`config.mk`:
```
export PLATFORM = sky130hd
export DESIGN_NAME = span_cme_host
export DESIGN_NICKNAME = d
export VERILOG_FILES = /design/src/rtl/span_cme_host.sv
export SDC_FILE = /design/constraint.sdc
export NUM_CORES = 1
export LEC_CHECK = 0
export BUFFER_PORTS_ARGS = -buffer_cell sky130_fd_sc_hd__buf_4
export CORE_ASPECT_RATIO = 1.75
export CORE_MARGIN = 8
export CORE_UTILIZATION = 51
export CTS_CLUSTER_SIZE = 8
export DETAILED_ROUTE_END_ITERATION = 8
export HOLD_SLACK_MARGIN = 0.06
export PLACE_DENSITY_LB_ADDON = 0.05
export SYNTH_ARGS = -nofsm -noshare
export SYNTH_HDL_FRONTEND = slang
export SYNTH_SLANG_ARGS = --single-unit
```
`constraint.sdc`:
```
create_clock -name clk -period 1.99 [get_ports clk]
set_input_delay 0.199 -clock clk [delete_from_list [all_inputs] [get_ports clk]]
set_output_delay 0.199 -clock clk [all_outputs]
set_load 0.02 [all_outputs]
```
`src/rtl/span_cme_host.sv`:
```
// rtl/span_cme_host.sv - Avalon-MM initiator that loads a span_cme margin slave and polls for the result
module span_cme_host #(
    parameter int NUM_WORDS    = 34,
    parameter int CLEAR_OFFSET = 63,
    parameter int POLL_GAP     = 4,
    parameter int MAX_POLLS    = 255
) (
    input  logic        clk,
    input  logic        reset,
    input  logic        in_valid,
    input  logic [15:0] in_data,
    output logic        in_ready,
    output logic        chipselect,
    output logic        write,
    output logic        read,
    output logic [5:0]  offset,
    output logic [15:0] writeData,
    input  logic [15:0] readData,
    output logic [15:0] margin,
    output logic        margin_valid,
    output logic        timeout,
    output logic        busy
);

    localparam logic [5:0] IDX_LAST   = 6'(NUM_WORDS - 1);
    localparam logic [5:0] CLR_OFF    = 6'(CLEAR_OFFSET);
    localparam logic [7:0] GAP_LOAD   = 8'(POLL_GAP);
    localparam logic [7:0] POLL_LIMIT = 8'(MAX_POLLS);

    typedef enum logic [2:0] {
        S_IDLE,
        S_CLEAR,
        S_LOAD,
        S_GAP,
        S_POLL_REQ,
        S_POLL_WAIT
    } state_t;

    state_t      state_q, state_d;
    logic        cs_q, cs_d;
    logic        wr_q, wr_d;
    logic        rd_q, rd_d;
    logic [5:0]  off_q, off_d;
    logic [15:0] wdata_q, wdata_d;
    logic [15:0] margin_q, margin_d;
    logic        mv_q, mv_d;
    logic        to_q, to_d;
    logic [5:0]  idx_q, idx_d;
    logic [7:0]  polls_q, polls_d;
    logic [7:0]  gap_q, gap_d;

    // Next-state and next bus cycle; every bus strobe defaults to idle so a
    // state must explicitly request each write or read.
    always_comb begin
        state_d  = state_q;
        cs_d     = 1'b0;
        wr_d     = 1'b0;
        rd_d     = 1'b0;
        off_d    = 6'd0;
        wdata_d  = 16'd0;
        margin_d = margin_q;
        mv_d     = 1'b0;
        to_d     = 1'b0;
        idx_d    = idx_q;
        polls_d  = polls_q;
        gap_d    = gap_q;

        case (state_q)
            S_IDLE: begin
                // A new job always begins with the engine-clear write so stale
                // slave state never leaks into the next calculation.
                if (in_valid) begin
                    state_d  = S_CLEAR;
                    cs_d     = 1'b1;
                    wr_d     = 1'b1;
                    off_d    = CLR_OFF;
                    margin_d = 16'd0;
                    idx_d    = 6'd0;
                    polls_d  = 8'd0;
                end
            end
            S_CLEAR: begin
                state_d = S_LOAD;
            end
            S_LOAD: begin
                if (in_valid) begin
                    cs_d    = 1'b1;
                    wr_d    = 1'b1;
                    off_d   = idx_q;
                    wdata_d = in_data;
                    idx_d   = idx_q + 6'd1;
                    if (idx_q == IDX_LAST) begin
                        state_d = S_GAP;
                        gap_d   = GAP_LOAD;
                    end
                end
            end
            S_GAP: begin
                if (gap_q <= 8'd1) begin
                    state_d = S_POLL_REQ;
                    cs_d    = 1'b1;
                    rd_d    = 1'b1;
                    off_d   = 6'd0;
                end else begin
                    gap_d = gap_q - 8'd1;
                end
            end
            S_POLL_REQ: begin
                state_d = S_POLL_WAIT;
            end
            S_POLL_WAIT: begin
                // A zero margin is indistinguishable from "not ready yet".
                polls_d = polls_q + 8'd1;
                if (readData != 16'd0) begin
                    margin_d = readData;
                    mv_d     = 1'b1;
                    state_d  = S_IDLE;
                end else if ((polls_q + 8'd1) >= POLL_LIMIT) begin
                    margin_d = 16'd0;
                    to_d     = 1'b1;
                    state_d  = S_IDLE;
                end else begin
                    state_d = S_GAP;
                    gap_d   = GAP_LOAD;
                end
            end
            default: begin
                state_d = S_IDLE;
            end
        endcase
    end

    // State and registered bus outputs; reset abandons any job in flight.
    always_ff @(posedge clk) begin
        if (reset) begin
            state_q  <= S_IDLE;
            cs_q     <= 1'b0;
            wr_q     <= 1'b0;
            rd_q     <= 1'b0;
            off_q    <= 6'd0;
            wdata_q  <= 16'd0;
            margin_q <= 16'd0;
            mv_q     <= 1'b0;
            to_q     <= 1'b0;
            idx_q    <= 6'd0;
            polls_q  <= 8'd0;
            gap_q    <= 8'd0;
        end else begin
            state_q  <= state_d;
            cs_q     <= cs_d;
            wr_q     <= wr_d;
            rd_q     <= rd_d;
            off_q    <= off_d;
            wdata_q  <= wdata_d;
            margin_q <= margin_d;
            mv_q     <= mv_d;
            to_q     <= to_d;
            idx_q    <= idx_d;
            polls_q  <= polls_d;
            gap_q    <= gap_d;
        end
    end

    assign in_ready     = (state_q == S_LOAD);
    assign busy         = (state_q != S_IDLE);
    assign chipselect   = cs_q;
    assign write        = wr_q;
    assign read         = rd_q;
    assign offset       = off_q;
    assign writeData    = wdata_q;
    assign margin       = margin_q;
    assign margin_valid = mv_q;
    assign timeout      = to_q;

endmodule

```
After elaboration in Yosys (flattened, before gate mapping)
Cells that the tools add are included.

Add/subtract/negate cells: 3. $lt $le $gt $ge: 2. Equal/unequal tests: 14. Muxes and demuxes: 30. Bitwise operators: 5. Reduce and logical (&&, ||, !) cells: 17.

Operators with widths (count): $mux W16 (3); $mux W8 (6); $pmux W16 S2 (1); $mux W6 (4); $pmux W6 S2 (2); $pmux W8 S3 (1); $pmux W3 S6 (1); $pmux W8 S2 (1); $reduce_bool A16 Y1 (1); $mux W3 (4); $ne A2 B2 Y1 const B (6); $add A8 B1 Y8 const B (1); $ge A8 B8 Y1 const B (1); $le A8 B1 Y1 const B (1); $reduce_or A2 Y1 (4); $sub A8 B1 Y8 const B (1); $add A6 B1 Y6 const B (1); $eq A3 B2 Y1 const B (2); $eq A3 B3 Y1 const B (2); $eq A6 B6 Y1 const B (1); $reduce_and A3 Y1 (2); $reduce_and A6 Y1 (1); $reduce_bool A3 Y1 (2); $reduce_or A3 Y1 (2); 11 further kinds (20).

Bits in registers: 68. Input bits: 35. Output and inout port bits: 45. Word-level logic and storage cells: 83.

Depth between registers and ports, before layout
Depth in word-level cells: 5. Depth in mapped cells: 9. Gate-level depth less buffers: 7.

Worst setup path before layout
OpenSTA, ideal clock, no wires.

Path kind: reg-to-reg. From: register gap_q[0]. To: register gap_q[2]. Library setup time: 0.116 ns. Arrival: 1.725 ns. Required time: 1.874 ns. Path slack: 0.149 ns. Cell stages (with the launch flop): 8. Path buffers: 0. Period minus slack after synthesis: 1.841 ns. Cells stage by stage: dfxtp_1 -> inv_1 -> ha_1 -> nor2_1 -> or4_1 -> a2bb2oi_1 -> o211a_4 -> o211a_1.

Longest elaborated chain between the ends: 3. Elaborated cells on any way between the ends: 6. Classes of those cells: add/sub (1); order compare (1); eq/ne (1); mux (2); reduce/logical (1).

RTL lines: start: declaration (RTL line 50) `logic [7:0] gap_q, gap_d;`; start signal: assignment (RTL line 160) `gap_q <= gap_d;`; $sub A8 B1 Y8 or $le A8 B1 Y1 (tied branches) (RTL line 105, 99); $mux W8 or $ne A2 B2 Y1 (tied branches); $pmux W8 S3 or $reduce_and A6 Y1 (tied branches).

Parallel ways exist; a longest one is shown, timed or not. The select of a mux whose other input is x is not followed. A chain may end at the register's enable or synchronous reset.

Final worst setup path
Same ends and word-level chain as after synthesis.

==> out/metrics.json <==
{
  "yosys.area_share.simple": {"value": 22.2, "unit": "%"},
  "seqPwrFrac": {"value": 46.8, "unit": "%"},
  "via_per_inst": {"value": 5.19},
  "share_clk_of_total_power": {"value": 37.0, "unit": "%"},
  "initialDrtViolationCount": {"value": 147},
  "antenna_found_initial": {"value": 0},
  "grt_setup_unrepaired": {"value": "no"},
  "mostFrequentLayoutCell": {"value": "buf_4"},
  "grt.overflow.total": {"value": 0},
  "routed_wire_length_per_instance": {"value": 14.5, "unit": "µm"},
  "synth_edf_count": {"value": 0},
  "synthesis.instances": {"value": 305},
  "max_freq": {"value": 0.532, "unit": "GHz"},
  "peakVddDrop": {"value": 0.578, "unit": "mV"},
  "initial_utilization": {"value": 52.9, "unit": "%"},
  "buffer_ports.inserted": {"value": 79},
  "yosys.area_share.adder": {"value": 2.54, "unit": "%"},
  "power.internal": {"value": 2.32, "unit": "mW"},
  "mappedNetlistNets": {"value": 346},
  "core.rowCount": {"value": 36},
  "post-synth-top-area-cell": {"value": "dfxtp_1"},
  "detail_route.first_pass.iterations": {"value": 6},
  "synth-seq-cells": {"value": 68},
  "setup_viol_count_final": {"value": 0},
  "final-max-slew-violation-count": {"value": 0},
  "critical_path.max_fanout": {"value": 7},
  "finalHoldViolCount": {"value": 0},
  "worst_ep_required_time": {"value": 2.21, "unit": "ns"},
  "ys_async_sr_fraction": {"value": 0, "unit": "%"},
  "area_fraction_in_compound_gates_after_synthesis": {"value": 22.5, "unit": "%"},
  "synth_seq_area_share": {"value": 46.1, "unit": "%"},
  "tritoncts": {"value": "yes"},
  "synth_top_family_by_area": {"value": "compound AO/OA/AOI/OAI gates"},
  "chipWidth": {"value": 73.5, "unit": "µm"},
  "timing.setup.critical_path_class": {"value": "flip-flop to flip-flop"},
  "final_period_utilization": {"value": 94.5, "unit": "%"},
  "synthesis.area_per_instance": {"value": 9.68, "unit": "µm²"},
  "multi_input_area": {"value": 1470, "unit": "µm²"},
  "clock_transition_at_the_registers_of_the_reported_paths": {"value": 0.07, "unit": "ns"},
  "detail_route.drc_violations": {"value": 0},
  "slew_headroom": {"value": 59.6, "unit": "%"},
  "worst_ep_arrival_time": {"value": 2.11, "unit": "ns"},
  "layout-drive-gt1-share": {"value": 34.7, "unit": "%"},
  "cts.htree.levels": {"value": 3},
  "tritoncts.num_buffers": {"value": 9},
  "antenna_left": {"value": 0},
  "path_cells": {"value": "inv_2 > ha_2 > nor2_1 > or4_4 > a2bb2oi_1 > o211a_4 > o211a_1"},
  "end_kind": {"value": "flip-flop"},
  "worst_hold_path_type": {"value": "input pin to flip-flop"},
  "post_synth_main_area_contributors": {"value": "dfxtp_1, a2bb2oi_2, and2_1, nor2_1, nand2_1"},
  "leading_cell_types_in_the_layout_fill_and_taps_excluded": {"value": "buf_4, dfxtp_1, nor2_1"},
  "clockRootBuffer": {"value": "clkbuf_8"},
  "netlist_area": {"value": 2950, "unit": "µm²"},
  "cts.path.max_buffers": {"value": 2},
  "totalNegativeSetupSlack": {"value": 0, "unit": "ns"},
  "number_of_different_library_cells_in_the_post_synthesis_netlist": {"value": 58},
  "n_diodes": {"value": 0},
  "worstMarginPinSlew": {"value": 0.602, "unit": "ns"},
  "grt_first_pass_wirelength": {"value": 11600, "unit": "µm"},
  "synth_ff_type": {"value": "dfxtp_1"},
  "switchingPower": {"value": 0.765, "unit": "mW"},
  "die_h": {"value": 117, "unit": "µm"},
  "period_needed": {"value": 1.88, "unit": "ns"},
  "status": {"value": "finished, final reports clean"},
  "wirelength": {"value": 7170, "unit": "µm"},
  "final-seq-area": {"value": 1360, "unit": "µm²"},
  "yosys-mux-area-fraction": {"value": 0, "unit": "%"},
  "power.combinational.fraction": {"value": 16.1, "unit": "%"},
  "grt_max_degree": {"value": 25},
  "clk_latency": {"value": 0.34, "unit": "ns"},
  "number_of_global_route_vias_before_repair": {"value": 2592},
  "static_leakage_power": {"value": 1.69, "unit": "nW"},
  "dp.final_hpwl": {"value": 5300, "unit": "µm"},
  "num-nets-final": {"value": 454},
  "synth_xor_area_share": {"value": 2.03, "unit": "%"},
  "max-cap-violations": {"value": 0},
  "fp.dieArea": {"value": 8580, "unit": "µm²"},
  "clkSinkCount": {"value": 68},
  "yosys_warnings": {"value": 0},
  "rrSetupSlack": {"value": 0.11, "unit": "ns"},
  "floorplan.core_area": {"value": 5590, "unit": "µm²"},
  "gp_congestion": {"value": 0.885},
  "power.switching_fraction": {"value": 24.8, "unit": "%"},
  "area_delta_synth_final": {"value": 37.5, "unit": "%"},
  "boundaryPins": {"value": 80},
  "crit_path_top_delay_cell": {"value": "or4_4"},
  "fin_total_pwr": {"value": 3.09, "unit": "mW"},
  "grtUsageTotal": {"value": 17.4, "unit": "%"},
  "powerDensity": {"value": 760, "unit": "nW/µm²"},
  "worst_setup_path_start_kind": {"value": "flip-flop"},
  "clock_skew": {"value": 0.0123, "unit": "ns"},
  "num_vias": {"value": 2562},
  "netlist.area_leader.share": {"value": 46.1, "unit": "%"},
  "cp_slowest_stage_delay": {"value": 0.46, "unit": "ns"},
  "fillerInstances": {"value": 491}
}
-- Yosys cell counts (4+ instances only) --
library cell / number
dfxtp_1: 68
nor2_1: 30
nand2_1: 29
a21oi_1: 18
and2_1: 18
inv_1: 13
o21ai_0: 11
a2bb2oi_2: 10
nor3_1: 8
buf_2: 6
ha_1: 6
nor4_1: 6
a2bb2oi_1: 5
nand3_1: 5
xnor2_1: 5
a211oi_2: 4
clkbuf_1: 4
-- power by group through the flow --
| stage | Combinational (mW) | Sequential (mW) | Clock [mW] |
|---|---|---|---|
| 6_report | 0.498 | 1.44 | 1.14 |
| 5_1_grt | 0.538 | 1.45 | 1.24 |
| 3_3_place_gp | 0.458 | 1.47 | 0 |
| 3_5_place_dp | 0.462 | 1.48 | 0 |
| 4_1_cts | 0.490 | 1.44 | 1.18 |
| 2_1_floorplan | 0.225 | 1.53 | 0 |
-- through the flow --
stage | hold slack, ns | instances | util, % | setup slack (ns) | area (µm²)
after floorplan | 0.286 | 305 | - | 0.149 | 2950
after global placement | 0.401 | 460 | 65.5 | 0.0530 | 3660
after detailed placement | 0.404 | 460 | 65.5 | 0.0260 | 3660
after CTS | 0.0768 | 492 | 72.1 | 0.0295 | 4030
after global routing | 0.0821 | 494 | 72.7 | 0.00301 | 4060
final | 0.0907 | 494 | 72.7 | 0.109 | 4060
-- kinds of logic (layout without fill, tap and decap cells) --
kind of cell,count (synthesis),count (layout)
adder cells (fa/ha/maj),6,6
buffers and inverters,27,140
flip-flops,68,68
XOR/XNOR,6,6
AO/OA/AOI/OAI,74,74
AND/OR/NAND/NOR,124,124
-- flip-flops by register name, indices dropped and copies added, names as in the netlist, 3 cells and up --
name	count
margin	16
writeData	16
gap_q	8
polls_q	8
idx_q	6
offset	6
state_q	3
-- worst max-delay path, delay by kind of cell, from the launching register on --
family | cells | cell delay (ns)
buf+inv | 1 | 0.09
fa+ha+maj | 1 | 0.20
compound gates | 3 | 0.61
simple gates | 2 | 0.54
flops | 1 | 0.34
-- path summary, 6_finish.rpt --
kind	from	endpoint	depth (start not counted)
setup / recovery	gap_q[0]	gap_q[2]	7
hold / removal	readData[3]	margin[3]	3
setup reg to reg	gap_q[0]	gap_q[2]	7
hold reg to reg	margin[3]	margin[3]	2
-- metal layers --
layer / global-route usage, % / wire length (µm)
met1: 15.9 / 2690
met2: 31.1 / 3670
met3: 8.77 / 680
met4: 7.52 / 125
met5: 0 / 0
-- what timing repair did --
action                     CTS  global route
setup endpoints to repair    1            17
pin swaps                    0             2
hold endpoints to repair    16             0
setup buffers                0             2
hold buffers                16             0
gates resized for setup      1             3
-- final cells by class --
type	instances	area share (%)
clock inverters	3	1.11
multi-input cells	210	36.1
clock buffers	13	3.91
flip-flops and latches	68	33.5
repair buffers	111	21.8
inverters	13	1.20
well taps	76	2.34
Power figures use the tool's default switching activity.
